### src/rtl/wb_dsp_sequencer.sv
// Wishbone master that fetches an equation block, reduces its operands
// (SUM/MAX/MIN/XOR) and writes the result back to the destination word.
module wb_dsp_sequencer #(
    parameter int dw          = 32,
    parameter int aw          = 32,
    parameter int MAX_COUNT   = 16,
    parameter int RETRY_LIMIT = 3,
    parameter int TIMEOUT     = 255
) (
    input  logic            wb_clk,
    input  logic            wb_rst,
    output logic [aw-1:0]   wb_adr_o,
    output logic [dw-1:0]   wb_dat_o,
    output logic [dw/8-1:0] wb_sel_o,
    output logic            wb_we_o,
    output logic            wb_cyc_o,
    output logic            wb_stb_o,
    output logic [2:0]      wb_cti_o,
    output logic [1:0]      wb_bte_o,
    input  logic [dw-1:0]   wb_dat_i,
    input  logic            wb_ack_i,
    input  logic            wb_err_i,
    input  logic            wb_rty_i,
    input  logic [dw-1:0]   equation_address_reg,
    input  logic [dw-1:0]   control_reg,
    output logic [dw-1:0]   status_reg,
    output logic [dw-1:0]   result_reg
);
    localparam int TW = $clog2(TIMEOUT + 1);
    localparam int RW = $clog2(RETRY_LIMIT + 2);

    typedef enum logic [2:0] {
        S_IDLE, S_FETCH_HDR, S_FETCH_DST, S_FETCH_OPND,
        S_WRITE_RES, S_DONE, S_ERROR
    } state_t;

    state_t        r_state;
    logic          r_cyc, r_we, r_gap, r_start_d, r_done, r_err;
    logic [aw-1:0] r_adr, r_base, r_dst;
    logic [dw-1:0] r_dat, r_acc, r_result;
    logic [1:0]    r_op;
    logic [7:0]    r_n, r_idx, r_cnt;
    logic [3:0]    r_code;
    logic [TW-1:0] r_tmo;
    logic [RW-1:0] r_rty;

    logic          w_active, w_start, w_stop, w_unused;
    logic [7:0]    w_hdr_op, w_hdr_n;
    logic [aw-1:0] w_adr;
    logic [dw-1:0] w_comb;

    assign w_active = !(r_state inside {S_IDLE, S_DONE, S_ERROR});
    assign w_start  = control_reg[0] && !r_start_d;
    assign w_stop   = control_reg[1];
    assign w_hdr_op = wb_dat_i[7:0];
    assign w_hdr_n  = wb_dat_i[15:8];
    assign w_unused = ^control_reg[dw-1:2];

    always_comb begin
        w_adr = r_base;
        case (r_state)
            S_FETCH_DST:  w_adr = r_base + aw'(4);
            S_FETCH_OPND: w_adr = r_base + aw'(8) + aw'({r_idx, 2'b00});
            S_WRITE_RES:  w_adr = r_dst;
            default:      w_adr = r_base;
        endcase
    end

    always_comb begin
        w_comb = r_acc;
        case (r_op)
            2'd0:    w_comb = r_acc + wb_dat_i;
            2'd1:    w_comb = ($signed(wb_dat_i) > $signed(r_acc)) ? wb_dat_i : r_acc;
            2'd2:    w_comb = ($signed(wb_dat_i) < $signed(r_acc)) ? wb_dat_i : r_acc;
            default: w_comb = r_acc ^ wb_dat_i;
        endcase
    end

    always_ff @(posedge wb_clk) begin
        if (wb_rst) begin
            r_state   <= S_IDLE;
            r_cyc     <= 1'b0;
            r_we      <= 1'b0;
            r_gap     <= 1'b0;
            r_start_d <= 1'b0;
            r_done    <= 1'b0;
            r_err     <= 1'b0;
            r_adr     <= '0;
            r_base    <= '0;
            r_dst     <= '0;
            r_dat     <= '0;
            r_acc     <= '0;
            r_result  <= '0;
            r_op      <= '0;
            r_n       <= '0;
            r_idx     <= '0;
            r_cnt     <= '0;
            r_code    <= '0;
            r_tmo     <= '0;
            r_rty     <= '0;
        end else begin
            r_start_d <= control_reg[0];
            unique case (r_state)
                S_IDLE: begin
                    if (w_start) begin
                        r_state <= S_FETCH_HDR;
                        r_done  <= 1'b0;
                        r_err   <= 1'b0;
                        r_code  <= '0;
                        r_cnt   <= '0;
                        r_idx   <= '0;
                        r_acc   <= '0;
                        r_rty   <= '0;
                        r_gap   <= 1'b0;
                        r_base  <= equation_address_reg[aw-1:0];
                    end
                end
                S_FETCH_HDR, S_FETCH_DST, S_FETCH_OPND, S_WRITE_RES: begin
                    if (r_cyc) begin
                        if (wb_err_i) begin
                            r_cyc   <= 1'b0;
                            r_gap   <= 1'b1;
                            r_state <= S_ERROR;
                            r_code  <= 4'd1;
                        end else if (wb_ack_i) begin
                            r_cyc <= 1'b0;
                            r_gap <= 1'b1;
                            r_rty <= '0;
                            if (r_state == S_FETCH_OPND) begin
                                r_acc <= (r_idx == 8'd0) ? wb_dat_i : w_comb;
                                r_cnt <= r_cnt + 8'd1;
                                r_idx <= r_idx + 8'd1;
                            end
                            if (w_stop) begin
                                r_state <= S_ERROR;
                                r_code  <= 4'd6;
                            end else begin
                                case (r_state)
                                    S_FETCH_HDR: begin
                                        if (w_hdr_op > 8'd3) begin
                                            r_state <= S_ERROR;
                                            r_code  <= 4'd2;
                                        end else if (w_hdr_n == 8'd0 ||
                                                     int'(w_hdr_n) > MAX_COUNT) begin
                                            r_state <= S_ERROR;
                                            r_code  <= 4'd3;
                                        end else begin
                                            r_op    <= w_hdr_op[1:0];
                                            r_n     <= w_hdr_n;
                                            r_state <= S_FETCH_DST;
                                        end
                                    end
                                    S_FETCH_DST: begin
                                        r_dst   <= wb_dat_i[aw-1:0];
                                        r_state <= S_FETCH_OPND;
                                    end
                                    S_FETCH_OPND: begin
                                        if (r_idx == r_n - 8'd1)
                                            r_state <= S_WRITE_RES;
                                    end
                                    default: begin
                                        r_result <= r_acc;
                                        r_state  <= S_DONE;
                                    end
                                endcase
                            end
                        end else if (wb_rty_i) begin
                            r_cyc <= 1'b0;
                            r_gap <= 1'b1;
                            if (w_stop) begin
                                r_state <= S_ERROR;
                                r_code  <= 4'd6;
                            end else if (r_rty == RW'(RETRY_LIMIT)) begin
                                r_state <= S_ERROR;
                                r_code  <= 4'd4;
                            end else begin
                                r_rty <= r_rty + RW'(1);
                            end
                        end else if (r_tmo == TW'(TIMEOUT - 1)) begin
                            r_cyc   <= 1'b0;
                            r_gap   <= 1'b1;
                            r_state <= S_ERROR;
                            r_code  <= 4'd5;
                        end else begin
                            r_tmo <= r_tmo + TW'(1);
                        end
                    end else if (r_gap) begin
                        // one idle cycle with cyc low between accesses
                        r_gap <= 1'b0;
                    end else if (w_stop) begin
                        r_state <= S_ERROR;
                        r_code  <= 4'd6;
                    end else begin
                        r_cyc <= 1'b1;
                        r_tmo <= '0;
                        r_adr <= w_adr;
                        r_we  <= (r_state == S_WRITE_RES);
                        r_dat <= (r_state == S_WRITE_RES) ? r_acc : '0;
                    end
                end
                S_DONE: begin
                    r_done  <= 1'b1;
                    r_state <= S_IDLE;
                end
                S_ERROR: begin
                    r_err   <= 1'b1;
                    r_state <= S_IDLE;
                end
                default: r_state <= S_IDLE;
            endcase
        end
    end

    assign wb_adr_o   = r_adr;
    assign wb_dat_o   = r_dat;
    assign wb_we_o    = r_we;
    assign wb_cyc_o   = r_cyc;
    assign wb_stb_o   = r_cyc;
    assign wb_sel_o   = {(dw/8){r_cyc}};
    assign wb_cti_o   = 3'b000;
    assign wb_bte_o   = 2'b00;
    assign status_reg = dw'({r_cnt, r_code, 1'b0, r_err, r_done, w_active});
    assign result_reg = r_result;
endmodule

### config.mk
export PLATFORM = sky130hd
export DESIGN_NAME = wb_dsp_sequencer
export DESIGN_NICKNAME = d
export VERILOG_FILES = /design/src/rtl/wb_dsp_sequencer.sv
export SDC_FILE = /design/constraint.sdc
export NUM_CORES = 1
export LEC_CHECK = 0
export BUFFER_PORTS_ARGS = -buffer_cell sky130_fd_sc_hd__buf_2
export CAP_MARGIN = 20
export CORE_UTILIZATION = 30
export CTS_CLUSTER_DIAMETER = 30
export DETAILED_ROUTE_END_ITERATION = 8
export GPL_ROUTABILITY_DRIVEN = 0
export GPL_TIMING_DRIVEN = 0
export HOLD_SLACK_MARGIN = 0.08
export PLACE_DENSITY = 0.58
export SETUP_SLACK_MARGIN = 0.3
export SLEW_MARGIN = 30
export SYNTH_ARGS = -nofsm -noshare
export SYNTH_HDL_FRONTEND = slang
export SYNTH_SLANG_ARGS = --single-unit
### constraint.sdc
create_clock -name wb_clk -period 3.4 [get_ports wb_clk]
set_input_delay 0 -clock wb_clk [delete_from_list [all_inputs] [get_ports wb_clk]]
set_output_delay 0 -clock wb_clk [all_outputs]
set_load 0.01 [all_outputs]
Word-level counts from Yosys, hierarchy flattened

Cells that the tools add are included.

Add/sub/neg operators: 9
$lt $le $gt $ge: 4
Equality and inequality tests: 34
Muxes and demuxes: 85
Bitwise operators: 8
Reductions and logical operators: 28

Operators with widths:

| operator                                      | count |
|---|---|
| two-way mux 32 bit                            | 9 |
| one-hot mux 32 bit (3 select lines)           | 2 |
| two-way mux 8 bit                             | 16 |
| one-hot mux 32 bit (2 select lines)           | 1 |
| two-way mux 3 bit                             | 21 |
| two-way mux 4 bit                             | 14 |
| adder 32 x 10 -> 32 bit                       | 1 |
| adder 32 x 3 -> 32 bit, second input constant | 1 |
| adder 32 bit                                  | 1 |
| adder 32 x 4 -> 32 bit, second input constant | 1 |
| > comparator 32 bit                           | 1 |
| less-than comparator 32 bit                   | 1 |
| one-hot mux 8 bit (2 select lines)            | 2 |
| XOR 32 bit                                    | 1 |
| adder 8 x 1 -> 8 bit, second input constant   | 3 |
| != test 6 bit, second input constant          | 4 |
| AND reduction 6 bit                           | 4 |
| AND reduction 8 bit                           | 3 |
| != test 2 bit, second input constant          | 10 |
| zero test 8 bit                               | 2 |
| != test 3 bit, second input constant          | 5 |
| AND reduction 7 bit                           | 2 |
| two-way mux 1 bit                             | 13 |
| one-hot mux 3 bit (2 select lines)            | 2 |
| other kinds (30)                              | 48 |

Register bits: 242
Input bits: 101
Output and inout bits: 140
Word-level logic and storage cells: 188

Depth between registers and ports, before layout

Word-level depth: 10
Depth in mapped cells: 15

Worst setup path after synthesis

No wires, ideal clock.

Kind: reg-to-reg
Start: register r_idx[1]
End: register r_adr[15] (netlist: wb_adr_o[15])
Library setup time: 0.074 ns
Arrival: 3.184 ns
Path slack: 0.142 ns
Cell stages (with the launch flop): 16
Buffers on the path: 0
Period minus slack after synthesis: 3.258 ns
Path through: dfxtp_1 > inv_1 > ha_1 > inv_1 > ha_1 > inv_1 > fa_1 > nor2b_1 > o21ai_0 > a21boi_0 > o21ai_0 > a211oi_1 > mux2_2 > nand2_1 > or3_1 > a31oi_1

Word-level cells in the longest chain between the ends: 2

Ends and longest elaborated chain:

| what                                | line | source |
|---|---|---|
| start, declared                     | 42   | `logic [7:0] r_n, r_idx, r_cnt;` |
| start signal, assigned              | 132  | `r_idx <= r_idx + 8'd1;` |
| adder 32 x 10 -> 32 bit             | 63   | `S_FETCH_OPND: w_adr = r_base + aw'(8) + aw'({r_idx, 2'b00});` |
| one-hot mux 32 bit (3 select lines) | 61   | `case (r_state)` |
| end signal, assigned                | 196  | `r_adr <= w_adr;` |
| end, declared                       | 39   | `logic [aw-1:0] r_adr, r_base, r_dst;` |

Every way passes these cells.
A chain may end at the register's enable or synchronous reset.

Worst setup path in the final report

Start: register r_acc[29]
End: register r_acc[25]

Word-level cells in the longest chain between the ends: 3

Ends and longest elaborated chain:

| what                                                                      | line   | source |
|---|---|---|
| start, declared                                                           | 40     | `logic [dw-1:0] r_dat, r_acc, r_result;` |
| start signal, assigned                                                    | 130    | `r_acc <= (r_idx == 8'd0) ? wb_dat_i : w_comb;` |
| less-than comparator 32 bit / > comparator 32 bit (equally long branches) | 74, 73 |  |
| != test 4 bit (no source line)                                            | --     |  |
| AND reduction 8 bit (no source line) *                                    | --     |  |

Mark *: on every way between the ends. The rest lies on a longest branch, timed or not.

==> out/results.ini <==
[outcome]
status = finished with violations
violations = design-rule violations

[cells_and_area]
drive_above_1_share_pct = 25.1
syn_to_final_growth_pct = 43.5
multi_input_area_um2 = 9370
fillers = 4630
nets = 2474
seqCellArea_um2 = 4910

[synthesis]
synth_edf_count = 0
ys.flop_type = dfxtp_1
synth-seq-cells = 241
avgSynthCellArea_um2 = 7.65
syn_area_um2 = 14300
syn_inst = 1870
ys_types = 78
synth_async_sr_flop_share_pct = 0
yosysWarningCount = 0
synth-seq-area-share_pct = 33.7

[route]
ant_nets = 0
vias = 15874
first_iter_violations = 1584
dr.pass1.iters = 7
routed_wl_um = 59300
wl_per_cell_um = 20.2
via_per_inst = 5.40
drcViolationCount = 12

[floorplanning]
num_io_pins = 241
dieArea_um2 = 48500
die_x_um = 220
fp.dieH_um = 220
row_count = 79
core_area_um2 = 46800
start_util_pct = 30.6

[clocking]
cts_tree = built
clockRootBuffer = clkbuf_16
clock_latency_ns = 0.62
cts_made_buffers = 61
clkTransAtPathRegs_ns = 0.05
cts_sinks = 241
h-tree-depth = 2
cts_buffer_depth = 3

[critical_path]
path_class = flip-flop to flip-flop
worstPathCellList = inv_2 > ha_4 > buf_6 > nand4_4 > nor4_4 > nand4_1 > a31o_2 > a22oi_2 > a21bo_1 > a21oi_4 > or3_4 > buf_12 > o32ai_2
crit_slowest_cell = or3_4
end_kind = flip-flop
path_max_fanout = 5
worstPathArrival_ns = 3.66
crit_family = simple AND/OR/NAND/NOR gates
startpoint_type = flip-flop
cpPeakStageDelay_ns = 0.41
crit_required_ns = 3.90
path_buf_inv = 3

[timing]
layout_setup_ws_ns = 0.244
period_share_pct = 92.8
fin_crit_ns = 3.16
finalSetupTns_ns = 0
setup_viol = 0
report.final.slew_viol_count = 0
relSlewSlack_pct = 33.4
rsz0062_at_grt = yes
hold_violations = 0
skew_ns = 0.0323
worst_pin_slew_ns = 0.999
max_freq_ghz = 0.317

[pwr]
p_int_mw = 8.46
p_clk_share_pct = 46.9
fin_total_pwr_mw = 12.7
power_frac_comb_pct = 27.2
power_switching_mw = 4.26
power_leakage_nw = 8.31
p_seq_share_pct = 25.9
p_per_area_nw_per_um2 = 621
swShare_pct = 33.5
vdd_drop_max_mv = 0.371

[flow_run]
drv_cap = 0

[min_path]
min_path_type = input port to flip-flop

[global_routing]
grt_usage_pct = 23.5
grt_max_degree = 17
grt_pass1_vias = 15163
grt_pass1_wl_um = 87500
antenna_found_initial = 3
gr-total-overflow = 0

[placed_design]
pre_cts_ws_ns = -0.448
io_buffer_count = 187
dpl.hpwl_um = 42700

[timing repair]
action / CTS / global route
cloned: 1 / 1
endpoints found under the hold margin: 126 / 0
setup endpoints to repair: 74 / 75
hold buffers: 73 / 0
buffers inserted: 36 / 27
pin swaps: 37 / 45
gates resized for setup: 126 / 124
[metrics by stage]
stage,hold slack [ns],std cells,instance area [um^2],util [%]
after CTS,0.159,2911,19800,42.3
after global placement,0.247,2686,16100,34.4
after detailed placement,0.248,2686,16100,34.4
final,0.180,2942,20500,43.9
after floorplan,0.128,1892,14400,-
after global routing,0.199,2941,20500,43.9
[synthesized netlist by cell type, types with 5 or more instances]
cell / number / area [um^2]
a21oi_1: 241 / 1210
o32ai_1: 5 / 43.8
o31ai_1: 6 / 45.0
or3_1: 24 / 150
and3_1: 17 / 106
a21o_1: 12 / 90.1
o21ai_0: 93 / 465
nand3_1: 46 / 230
nand2_1: 305 / 1140
dfxtp_1: 241 / 4820
a211oi_1: 12 / 90.1
a221oi_1: 8 / 70.1
a22o_1: 37 / 324
nor3_1: 30 / 150
nand2b_1: 16 / 100
a31oi_1: 17 / 106
a22oi_1: 16 / 120
mux2i_1: 16 / 160
nor2b_1: 22 / 138
a2111oi_0: 6 / 52.6
inv_1: 76 / 285
o22ai_1: 17 / 106
a32o_1: 5 / 50.1
nand4_1: 21 / 131
buf_4: 33 / 248
a32oi_1: 5 / 43.8
and2_1: 7 / 43.8
ha_1: 92 / 1150
xnor2_1: 37 / 324
nor4_1: 18 / 113
o21bai_1: 8 / 60.1
xor2_1: 36 / 315
o211ai_1: 16 / 120
clkbuf_1: 96 / 360
nor2_1: 133 / 499
a311oi_1: 5 / 43.8
buf_2: 14 / 70.1
[layer usage]
metal / wire length [um] / track usage (%) / share of wire [%]
met1: 24400 / 29.5 / 41
met2: 27300 / 39.3 / 46
met3: 5110 / 4.34 / 8.6
met4: 2410 / 9.95 / 4.1
met5: 10 / 0 / 0.017
[worst reg2reg max path, cell delays in order (launching register included)]
cell	delay, ns
dfxtp_2	0.33
inv_2	0.05
ha_4	0.26
buf_6	0.10
nand4_4	0.12
nor4_4	0.35
nand4_1	0.21
a31o_2	0.29
a22oi_2	0.27
a21bo_1	0.20
a21oi_4	0.08
or3_4	0.41
buf_12	0.16
o32ai_2	0.23
[layout make-up]
type	instances	share of cell area (%)
multi-input cells	1425	45.7
flip-flops and latches	241	23.9
repair buffers	325	10.9
clock buffers	76	8.06
plain buffers	148	3.89
well taps	607	3.70
clock inverters	40	2.35
inverters	77	1.43
diodes	3	0.0366
[layout by cell type, fill, tap and decap left out, types with 63 or more instances in the layout]
master,synthesis,routed
dfxtp_1,241,206
dlygate4sd3_1,0,73
inv_1,76,63
buf_2,14,194
nor2_1,133,126
clkbuf_1,96,95
a21oi_1,241,233
buf_4,33,88
o21ai_0,93,88
nand2_1,305,302
[power groups by stage]
| stage | combinational [mW] | sequential (mW) | clock [mW] |
|---|---|---|---|
| 6_report | 3.47 | 3.29 | 5.97 |
| 5_1_grt | 3.71 | 3.32 | 6.19 |
| 4_1_cts | 3.14 | 3.28 | 6.03 |
| 3_5_place_dp | 2.75 | 3.34 | 0 |
| 3_3_place_gp | 2.72 | 3.32 | 0 |
| 2_1_floorplan | 1.78 | 3.30 | 0 |
[path summary, 6_finish.rpt]
| check | start | endpoint | slack (ns) | cells after the start |
|---|---|---|---|---|
| max | r_acc[29] | r_acc[25] | 0.24 | 13 |
| min | equation_address_reg[25] | r_base[25] | 0.18 | 4 |
| max reg2reg | r_acc[29] | r_acc[25] | 0.24 | 13 |
| min reg2reg | result_reg[24] | result_reg[24] | 0.45 | 2 |
[cells by family after synthesis]
logic type      share of synthesized area (%)
compound gates                           23.7
xor+xnor                                 4.47
fa+ha+maj                                8.33
buf+inv                                  7.03
flops                                    33.7
mux                                      1.36
other cells                            0.0262
simple gates                             21.4
(Power assumes the default switching activity.)
